$ cat src/rtl/btn_pkg.sv
// Shared definitions for the tempo push-button conditioner: channel indices,
// debounce FSM encoding and the millisecond-to-cycle conversion helper.
// Optional feature macro (see btn_debounce): BTN_AUTOREPEAT_EN.
package btn_pkg;

    // Channel index of each button within the 4-bit raw/level buses.
    localparam int BTN_P1  = 0;
    localparam int BTN_P5  = 1;
    localparam int BTN_M1  = 2;
    localparam int BTN_M5  = 3;
    localparam int NUM_BTN = 4;

    // Per-channel debounce FSM states.
    typedef enum logic [1:0] {
        IDLE         = 2'd0,
        PRESS_WAIT   = 2'd1,
        HELD         = 2'd2,
        RELEASE_WAIT = 2'd3
    } btn_state_e;

    // Convert a duration in milliseconds to a number of clock cycles.
    function automatic int unsigned ms_to_cycles(input int unsigned clk_hz,
                                                 input int unsigned ms);
        return (clk_hz / 1000) * ms;
    endfunction

endpackage

$ cat src/rtl/btn_debounce.sv
// One button channel: 2-FF synchroniser, polarity normalisation, stable-time
// debounce FSM and a single-cycle press strobe. With BTN_AUTOREPEAT_EN
// defined, a held button also emits repeat strobes (first after the repeat
// delay, then at the repeat rate); otherwise no repeat logic exists.
module btn_debounce
    import btn_pkg::*;
#(
    parameter int unsigned CLK_HZ          = 50_000_000,
    parameter int unsigned DEBOUNCE_MS     = 20,
    parameter bit          BTN_ACTIVE_LOW  = 1'b1,
    parameter int unsigned REPEAT_DELAY_MS = 500,
    parameter int unsigned REPEAT_RATE_MS  = 100
) (
    input  logic i_clk,
    input  logic i_reset,
    input  logic i_btn_raw,
    output logic o_strobe,
    output logic o_level
);

    localparam int unsigned    DB_CNT  = ms_to_cycles(CLK_HZ, DEBOUNCE_MS);
    localparam int             CNT_W   = $clog2(DB_CNT + 1);
    localparam logic [CNT_W-1:0] DB_LAST = CNT_W'(DB_CNT - 1);
    // Raw pin level of a released button.
    localparam logic           RELEASED = BTN_ACTIVE_LOW;

    // A debounce window shorter than two cycles cannot distinguish a bounce.
    if (DB_CNT < 2) begin : g_bad_db_cnt
        $error("btn_debounce: DB_CNT must be at least 2");
    end

    // Repeat timings of zero would make the repeat counter compare meaningless.
    if (REPEAT_DELAY_MS == 0 || REPEAT_RATE_MS == 0) begin : g_bad_repeat
        $error("btn_debounce: repeat delay and rate must be non-zero");
    end

    logic                 sync_q1;
    logic                 sync_q2;
    logic                 pressed;
    btn_state_e           state_q;
    btn_state_e           state_d;
    logic [CNT_W-1:0]     cnt_q;
    logic [CNT_W-1:0]     cnt_d;
    logic                 press_strobe;

    // Two-stage synchroniser; reset loads the released level so no false
    // press is seen while the chain refills after reset.
    always_ff @(posedge i_clk or negedge i_reset) begin
        // NOTE: sequential state uses non-blocking assignments so every
        // flop samples the pre-edge value of its source (sync_q2 gets the
        // old sync_q1, giving a true two-stage chain).
        if (!i_reset) begin
            sync_q1 <= RELEASED;
            sync_q2 <= RELEASED;
        end else begin
            sync_q1 <= i_btn_raw;
            sync_q2 <= sync_q1;
        end
    end

    // 1 = pressed, independent of pin polarity.
    assign pressed = sync_q2 ^ RELEASED;

    // FSM state and stable-time counter registers.
    always_ff @(posedge i_clk or negedge i_reset) begin
        if (!i_reset) begin
            state_q <= IDLE;
            cnt_q   <= '0;
        end else begin
            state_q <= state_d;
            cnt_q   <= cnt_d;
        end
    end

    // Next-state logic: a level change is accepted only after DB_CNT
    // consecutive cycles of the new level; the counter never passes DB_LAST.
    always_comb begin
        // NOTE: every output of this block gets a default first, so no path
        // through the case leaves a value unassigned and no latch is inferred.
        state_d      = state_q;
        cnt_d        = cnt_q;
        press_strobe = 1'b0;
        case (state_q)
            IDLE: begin
                if (pressed) begin
                    cnt_d   = '0;
                    state_d = PRESS_WAIT;
                end
            end
            PRESS_WAIT: begin
                if (!pressed) begin
                    cnt_d   = '0;
                    state_d = IDLE;
                end else if (cnt_q >= DB_LAST) begin
                    cnt_d        = '0;
                    state_d      = HELD;
                    press_strobe = 1'b1;
                end else begin
                    cnt_d = cnt_q + 1'b1;
                end
            end
            HELD: begin
                if (!pressed) begin
                    cnt_d   = '0;
                    state_d = RELEASE_WAIT;
                end
            end
            RELEASE_WAIT: begin
                if (pressed) begin
                    // Release was a bounce: back to held, no new press.
                    cnt_d   = '0;
                    state_d = HELD;
                end else if (cnt_q >= DB_LAST) begin
                    cnt_d   = '0;
                    state_d = IDLE;
                end else begin
                    cnt_d = cnt_q + 1'b1;
                end
            end
            default: begin
                cnt_d   = '0;
                state_d = IDLE;
            end
        endcase
    end

    // Debounced level is high from HELD entry until the release is accepted.
    assign o_level = (state_q == HELD) || (state_q == RELEASE_WAIT);

`ifdef BTN_AUTOREPEAT_EN
    localparam int unsigned RPT_DELAY = ms_to_cycles(CLK_HZ, REPEAT_DELAY_MS);
    localparam int unsigned RPT_RATE  = ms_to_cycles(CLK_HZ, REPEAT_RATE_MS);
    localparam int unsigned RPT_MAX   = (RPT_DELAY > RPT_RATE) ? RPT_DELAY : RPT_RATE;
    localparam int          RPT_W     = $clog2(RPT_MAX + 1);

    logic [RPT_W-1:0] rpt_cnt_q;
    logic             rpt_first_q;  // still waiting for the initial delay
    logic [RPT_W-1:0] rpt_last;
    logic             rpt_fire;

    // Repeat fires while the button stays held and the counter hits the
    // current interval (delay before the first repeat, rate afterwards).
    always_comb begin
        rpt_last = rpt_first_q ? RPT_W'(RPT_DELAY - 1) : RPT_W'(RPT_RATE - 1);
        rpt_fire = (state_q == HELD) && pressed && (rpt_cnt_q >= rpt_last);
    end

    // Repeat counter runs only in HELD; anything else restarts the delay.
    always_ff @(posedge i_clk or negedge i_reset) begin
        if (!i_reset) begin
            rpt_cnt_q   <= '0;
            rpt_first_q <= 1'b1;
        end else if ((state_q != HELD) || !pressed) begin
            rpt_cnt_q   <= '0;
            rpt_first_q <= 1'b1;
        end else if (rpt_fire) begin
            rpt_cnt_q   <= '0;
            rpt_first_q <= 1'b0;
        end else begin
            rpt_cnt_q <= rpt_cnt_q + 1'b1;
        end
    end

    assign o_strobe = press_strobe | rpt_fire;
`else
    assign o_strobe = press_strobe;
`endif

endmodule

$ cat src/rtl/btn_conditioner.sv
// Tempo push-button conditioner: four btn_debounce channels feeding a
// fixed-priority arbiter (-5 > -1 > +5 > +1) with one pending bit per
// channel, so the registered pulse outputs are one-hot or zero every cycle.
// Optional feature macro: BTN_AUTOREPEAT_EN (auto-repeat while held).
module btn_conditioner
    import btn_pkg::*;
#(
    parameter int unsigned CLK_HZ          = 50_000_000,
    parameter int unsigned DEBOUNCE_MS     = 20,
    parameter bit          BTN_ACTIVE_LOW  = 1'b1,
    parameter int unsigned REPEAT_DELAY_MS = 500,
    parameter int unsigned REPEAT_RATE_MS  = 100
) (
    input  logic         i_clk,
    input  logic         i_reset,
    input  logic [3:0]   i_btn_raw,
    output logic         o_btn_plus_1,
    output logic         o_btn_plus_5,
    output logic         o_btn_minus_1,
    output logic         o_btn_minus_5,
    output logic [3:0]   o_btn_level
);

    logic [NUM_BTN-1:0] strobe;
    logic [NUM_BTN-1:0] request;
    logic [NUM_BTN-1:0] grant;
    logic [NUM_BTN-1:0] pending_q;
    logic [NUM_BTN-1:0] pending_d;
    logic [NUM_BTN-1:0] pulse_q;

    for (genvar ch = 0; ch < NUM_BTN; ch++) begin : g_ch
        btn_debounce #(
            .CLK_HZ          (CLK_HZ),
            .DEBOUNCE_MS     (DEBOUNCE_MS),
            .BTN_ACTIVE_LOW  (BTN_ACTIVE_LOW),
            .REPEAT_DELAY_MS (REPEAT_DELAY_MS),
            .REPEAT_RATE_MS  (REPEAT_RATE_MS)
        ) u_debounce (
            .i_clk     (i_clk),
            .i_reset   (i_reset),
            .i_btn_raw (i_btn_raw[ch]),
            .o_strobe  (strobe[ch]),
            .o_level   (o_btn_level[ch])
        );
    end

    // Fixed-priority pick among new strobes and pending requests; losers
    // stay pending, and a repeat strobe on an already pending channel merges
    // into the single pending bit (depth 1).
    always_comb begin
        request = strobe | pending_q;
        grant   = '0;
        if (request[BTN_M5]) begin
            grant[BTN_M5] = 1'b1;
        end else if (request[BTN_M1]) begin
            grant[BTN_M1] = 1'b1;
        end else if (request[BTN_P5]) begin
            grant[BTN_P5] = 1'b1;
        end else if (request[BTN_P1]) begin
            grant[BTN_P1] = 1'b1;
        end
        pending_d = request & ~grant;
    end

    // Pending bits and registered one-hot pulse outputs.
    always_ff @(posedge i_clk or negedge i_reset) begin
        if (!i_reset) begin
            pending_q <= '0;
            pulse_q   <= '0;
        end else begin
            pending_q <= pending_d;
            pulse_q   <= grant;
        end
    end

    assign o_btn_plus_1  = pulse_q[BTN_P1];
    assign o_btn_plus_5  = pulse_q[BTN_P5];
    assign o_btn_minus_1 = pulse_q[BTN_M1];
    assign o_btn_minus_5 = pulse_q[BTN_M5];

endmodule
$ cat config.mk
export PLATFORM = sky130hd
export DESIGN_NAME = btn_conditioner
export DESIGN_NICKNAME = d
export VERILOG_FILES = /design/src/rtl/btn_pkg.sv /design/src/rtl/btn_debounce.sv /design/src/rtl/btn_conditioner.sv
export SDC_FILE = /design/constraint.sdc
export NUM_CORES = 1
export LEC_CHECK = 0
export CORE_ASPECT_RATIO = 2
export CORE_MARGIN = 5
export CORE_UTILIZATION = 55
export CTS_BUF_LIST = sky130_fd_sc_hd__clkbuf_8
export DETAILED_ROUTE_END_ITERATION = 6
export PLACE_DENSITY = 0.84
export SLEW_MARGIN = 30
export SYNTH_ARGS = -nofsm -noshare
export SYNTH_HDL_FRONTEND = slang
export SYNTH_HIERARCHICAL = 1
export SYNTH_SLANG_ARGS = --single-unit
$ cat constraint.sdc
create_clock -name i_clk -period 3.3 [get_ports i_clk]
set_input_delay 0.33 -clock i_clk [delete_from_list [all_inputs] [get_ports i_clk]]
set_output_delay 0.33 -clock i_clk [all_outputs]
set_load 0.05 [all_outputs]
==> results by group <==
GRT
  • Initial antenna violation count: 0
  • Tot GR Track Use: 20.55%
  • Gr ovfl total: 0
  • Largest net degree at the start of global routing: 62
  • First-pass GRT wire length: 19940 um
  • Vias in the first global route: 4440

Placement
  • Final HPWL DP: 8228 um
  • Placer Congestion: 0.9183
  • Pre-CTS setup slack: 728.3 ps
  • Port Buffers: 13

Final layout
  • Share of layout cells above drive strength 1: 7.732%
  • N_diodes: 0
  • # nets final: 587
  • Area grow syn2layout: 5.861%

Timing
  • Slew margin rel.: 48.06%
  • Slew Viols, Final: 0
  • Unrepaired setup endpoints after global routing: no
  • Worst Skew: 16.13 ps
  • Setup TNS: 0 ps
  • Final setup viols: 0
  • Fin crit share: 78.26%
  • Min Tclk post-route: 2583 ps
  • Post-route setup slack: 717.4 ps
  • Measured slew at the worst slew-check pin: 776.2 ps
  • Hold Violations, Final: 0
  • Fmax: 0.3872 GHz

Worst setup path
  • Worst EP arrival: 2850 ps
  • CP required: 3570 ps
  • Nature of the critical path startpoint: register
  • Largest stage delay, worst path: 550 ps
  • Worst setup EP type: register
  • CP cell instances: ha_1 -> and3_2 -> a311o_1 -> o311ai_0 -> a311oi_1 -> nor3b_1 -> nor3_2 -> and3b_1
  • Critical path fanouts, max: 5
  • WS Path Type: register to register
  • Critical Path Slowest Stage Cell: a311oi_1

Pwr
  • Total power: 2.384 mW
  • Leakage: 2.216 nW
  • Pwr Density: 412.0 nW/um^2
  • Worst IR drop on VDD: 0.0003224 V

Detailed routing
  • Routed length per instance: 16.45 um
  • Total Wirelength: 11750 um
  • Via Count: 4490
  • Via density: 6.289
  • DR pass1 iterations: 5
  • Antenna-violating nets left: 0
  • 1st-iter DRT viols: 322
  • DRC viols: 0

Synthesis
  • Prevailing post-synth register cell: dfrtp_1
  • Mapped Area: 5465 um^2
  • Post-synth top area share: 43.50%
  • Avg Inst Size Synth: 9.488 um^2
  • Number of synthesized flops with an enable pin: 0
  • Yosys reg bits: 103
  • Top-count cell post-synth: dfrtp_1
  • Post-synth ARST share: 100.0%
  • Post-Syn Instances: 576
  • Synth cell types: 50
  • Synth warnings: 6
  • Commonest cells in the netlist: dfrtp_1, nand2_1, a21oi_1
  • Post-synthesis sequential area ratio: 47.34%
  • Yosys top cell by area: dfrtp_1
  • Top post-synthesis cells by area: dfrtp_1, a21oi_1, a31oi_1
  • Mapped Nets: 586

Worst hold path
  • Worst hold path class: register to register

Clocking
  • Clock tree root buffer cell: clkbuf_8
  • Max Root-Sink Buffers: 2
  • CTS Buf Count: 9
  • Clk slew on worst S/H paths: 100 ps
  • Clk Latency, worst-skew pair: 370 ps
  • Clock Sinks: 103
  • H-tree depth: 3
  • Setup Fix Bufs, Post-CTS: 0
  • CTS tree: done

Job
  • Max Cap Viol: 0

Die
  • Initial Util: 55.98%
  • Die height: 151.0 um
  • Chip Width: 80.49 um
  • Core region area: 9763 um^2
  • Std-Cell Rows: 51
  • I/O pin count: 14
  • Die area: 12150 um^2

Outcome
  • Status: completed
metal layers:
layer / global-route usage [%] / vias to the layer above / wire [um]
met1: 23.06 / 2213 / 4646
li1: - / 2134 / -
met5: 0 / - / 0
met3: 3.155 / 25 / 357
met2: 37.42 / 118 / 6443
met4: 9.306 / 0 / 301
cell type report:
type | instances | area (um^2)
clock inverter | 5 | 50.05
multi-input combinational | 422 | 2561
fill | 804 | 3978
inverter | 22 | 82.58
sequential | 103 | 2587
clock buffer | 11 | 151.4
timing repair buffer | 19 | 187.7
tap | 132 | 165.2
worst max-delay path, delay by kind of cell, from the launching register on:
| family | cells | cell delay, ps |
|---|---|---|
| AO/OA/AOI/OAI | 3 | 960 |
| flip-flops | 1 | 390 |
| adder cells (fa/ha/maj) | 1 | 210 |
| AND/OR/NAND/NOR | 4 | 940 |
kinds of logic (layout without fill, tap and decap cells):
| kind of cell | Yosys count | after routing | share of synthesized area, % |
|---|---|---|---|
| buffers and inverters | 51 | 57 | 5.792 |
| AND/OR/NAND/NOR | 223 | 223 | 21.18 |
| AO/OA/AOI/OAI | 166 | 166 | 19.83 |
| XOR/XNOR | 16 | 16 | 2.564 |
| multiplexers | 13 | 13 | 2.381 |
| adder cells (fa/ha/maj) | 4 | 4 | 0.9158 |
| flip-flops | 103 | 103 | 47.34 |
stage by stage:
step	instances	util, %	hold WS (ps)	area, um^2
final	714	59.26	359.1	5786
after detailed placement	697	57.09	349.1	5574
after global placement	697	57.09	345.8	5574
after global routing	714	59.26	338.8	5786
after floorplan	576	-	34.41	5465
after CTS	714	59.26	344.5	5786
where the power goes:
| part | total (mW) | switching [mW] | internal, mW |
|---|---|---|---|
| combinational | 0.194 | 0.123 | 0.0708 |
| clock | 0.805 | 0.419 | 0.386 |
| sequential | 1.38 | 0.0671 | 1.32 |
| total | 2.38 | 0.609 | 1.77 |
flip-flops by register name (all words and copies together) (netlist names), named ones only:
name,flops
g_ch.u_debounce/cnt_q,80
g_ch.u_debounce/state_q,4
g_ch.u_debounce/sync_q1,4
g_ch.u_debounce/sync_q2,4
pending_q,3
pulse_q,4
placed cells by master, fill, tap and decap left out, types with 11 or more instances in the layout:
cell and count:
nand2b_1 13, nor2_1 30, clkbuf_8 11, inv_1 24, mux2i_1 13, nand3_1 39
clkdlybuf4s50_1 12, dfrtp_1 95, nand4_1 26, a31oi_1 37, a21oi_1 47, nand2_1 55
a41oi_1 14, nor3_1 16, o21ai_1 16, o21ai_0 25
final timing paths:
| path | startpoint | end | slack (ps) | depth (start not counted) |
|---|---|---|---|---|
| max | g_ch[2].u_debounce/cnt_q[1] | pulse_q[0] | 720 | 8 |
| min | g_ch[1].u_debounce/sync_q1 | g_ch[1].u_debounce/sync_q2 | 360 | 0 |
| max reg2reg | g_ch[2].u_debounce/cnt_q[1] | pulse_q[0] | 720 | 8 |
| min reg2reg | g_ch[1].u_debounce/sync_q1 | g_ch[1].u_debounce/sync_q2 | 360 | 0 |
| max in group asynchronous | i_reset | g_ch[0].u_debounce/sync_q1 | 2050 | 3 |
| min in group asynchronous | i_reset | g_ch[1].u_debounce/cnt_q[8] | 490 | 2 |
timing repair:
action                    4_1_cts  5_1_grt
hold endpoints to repair       40        0
gates resized for setup         0        0
hold buffers                    1        0
No activity file was read; power rests on OpenSTA's default activity.
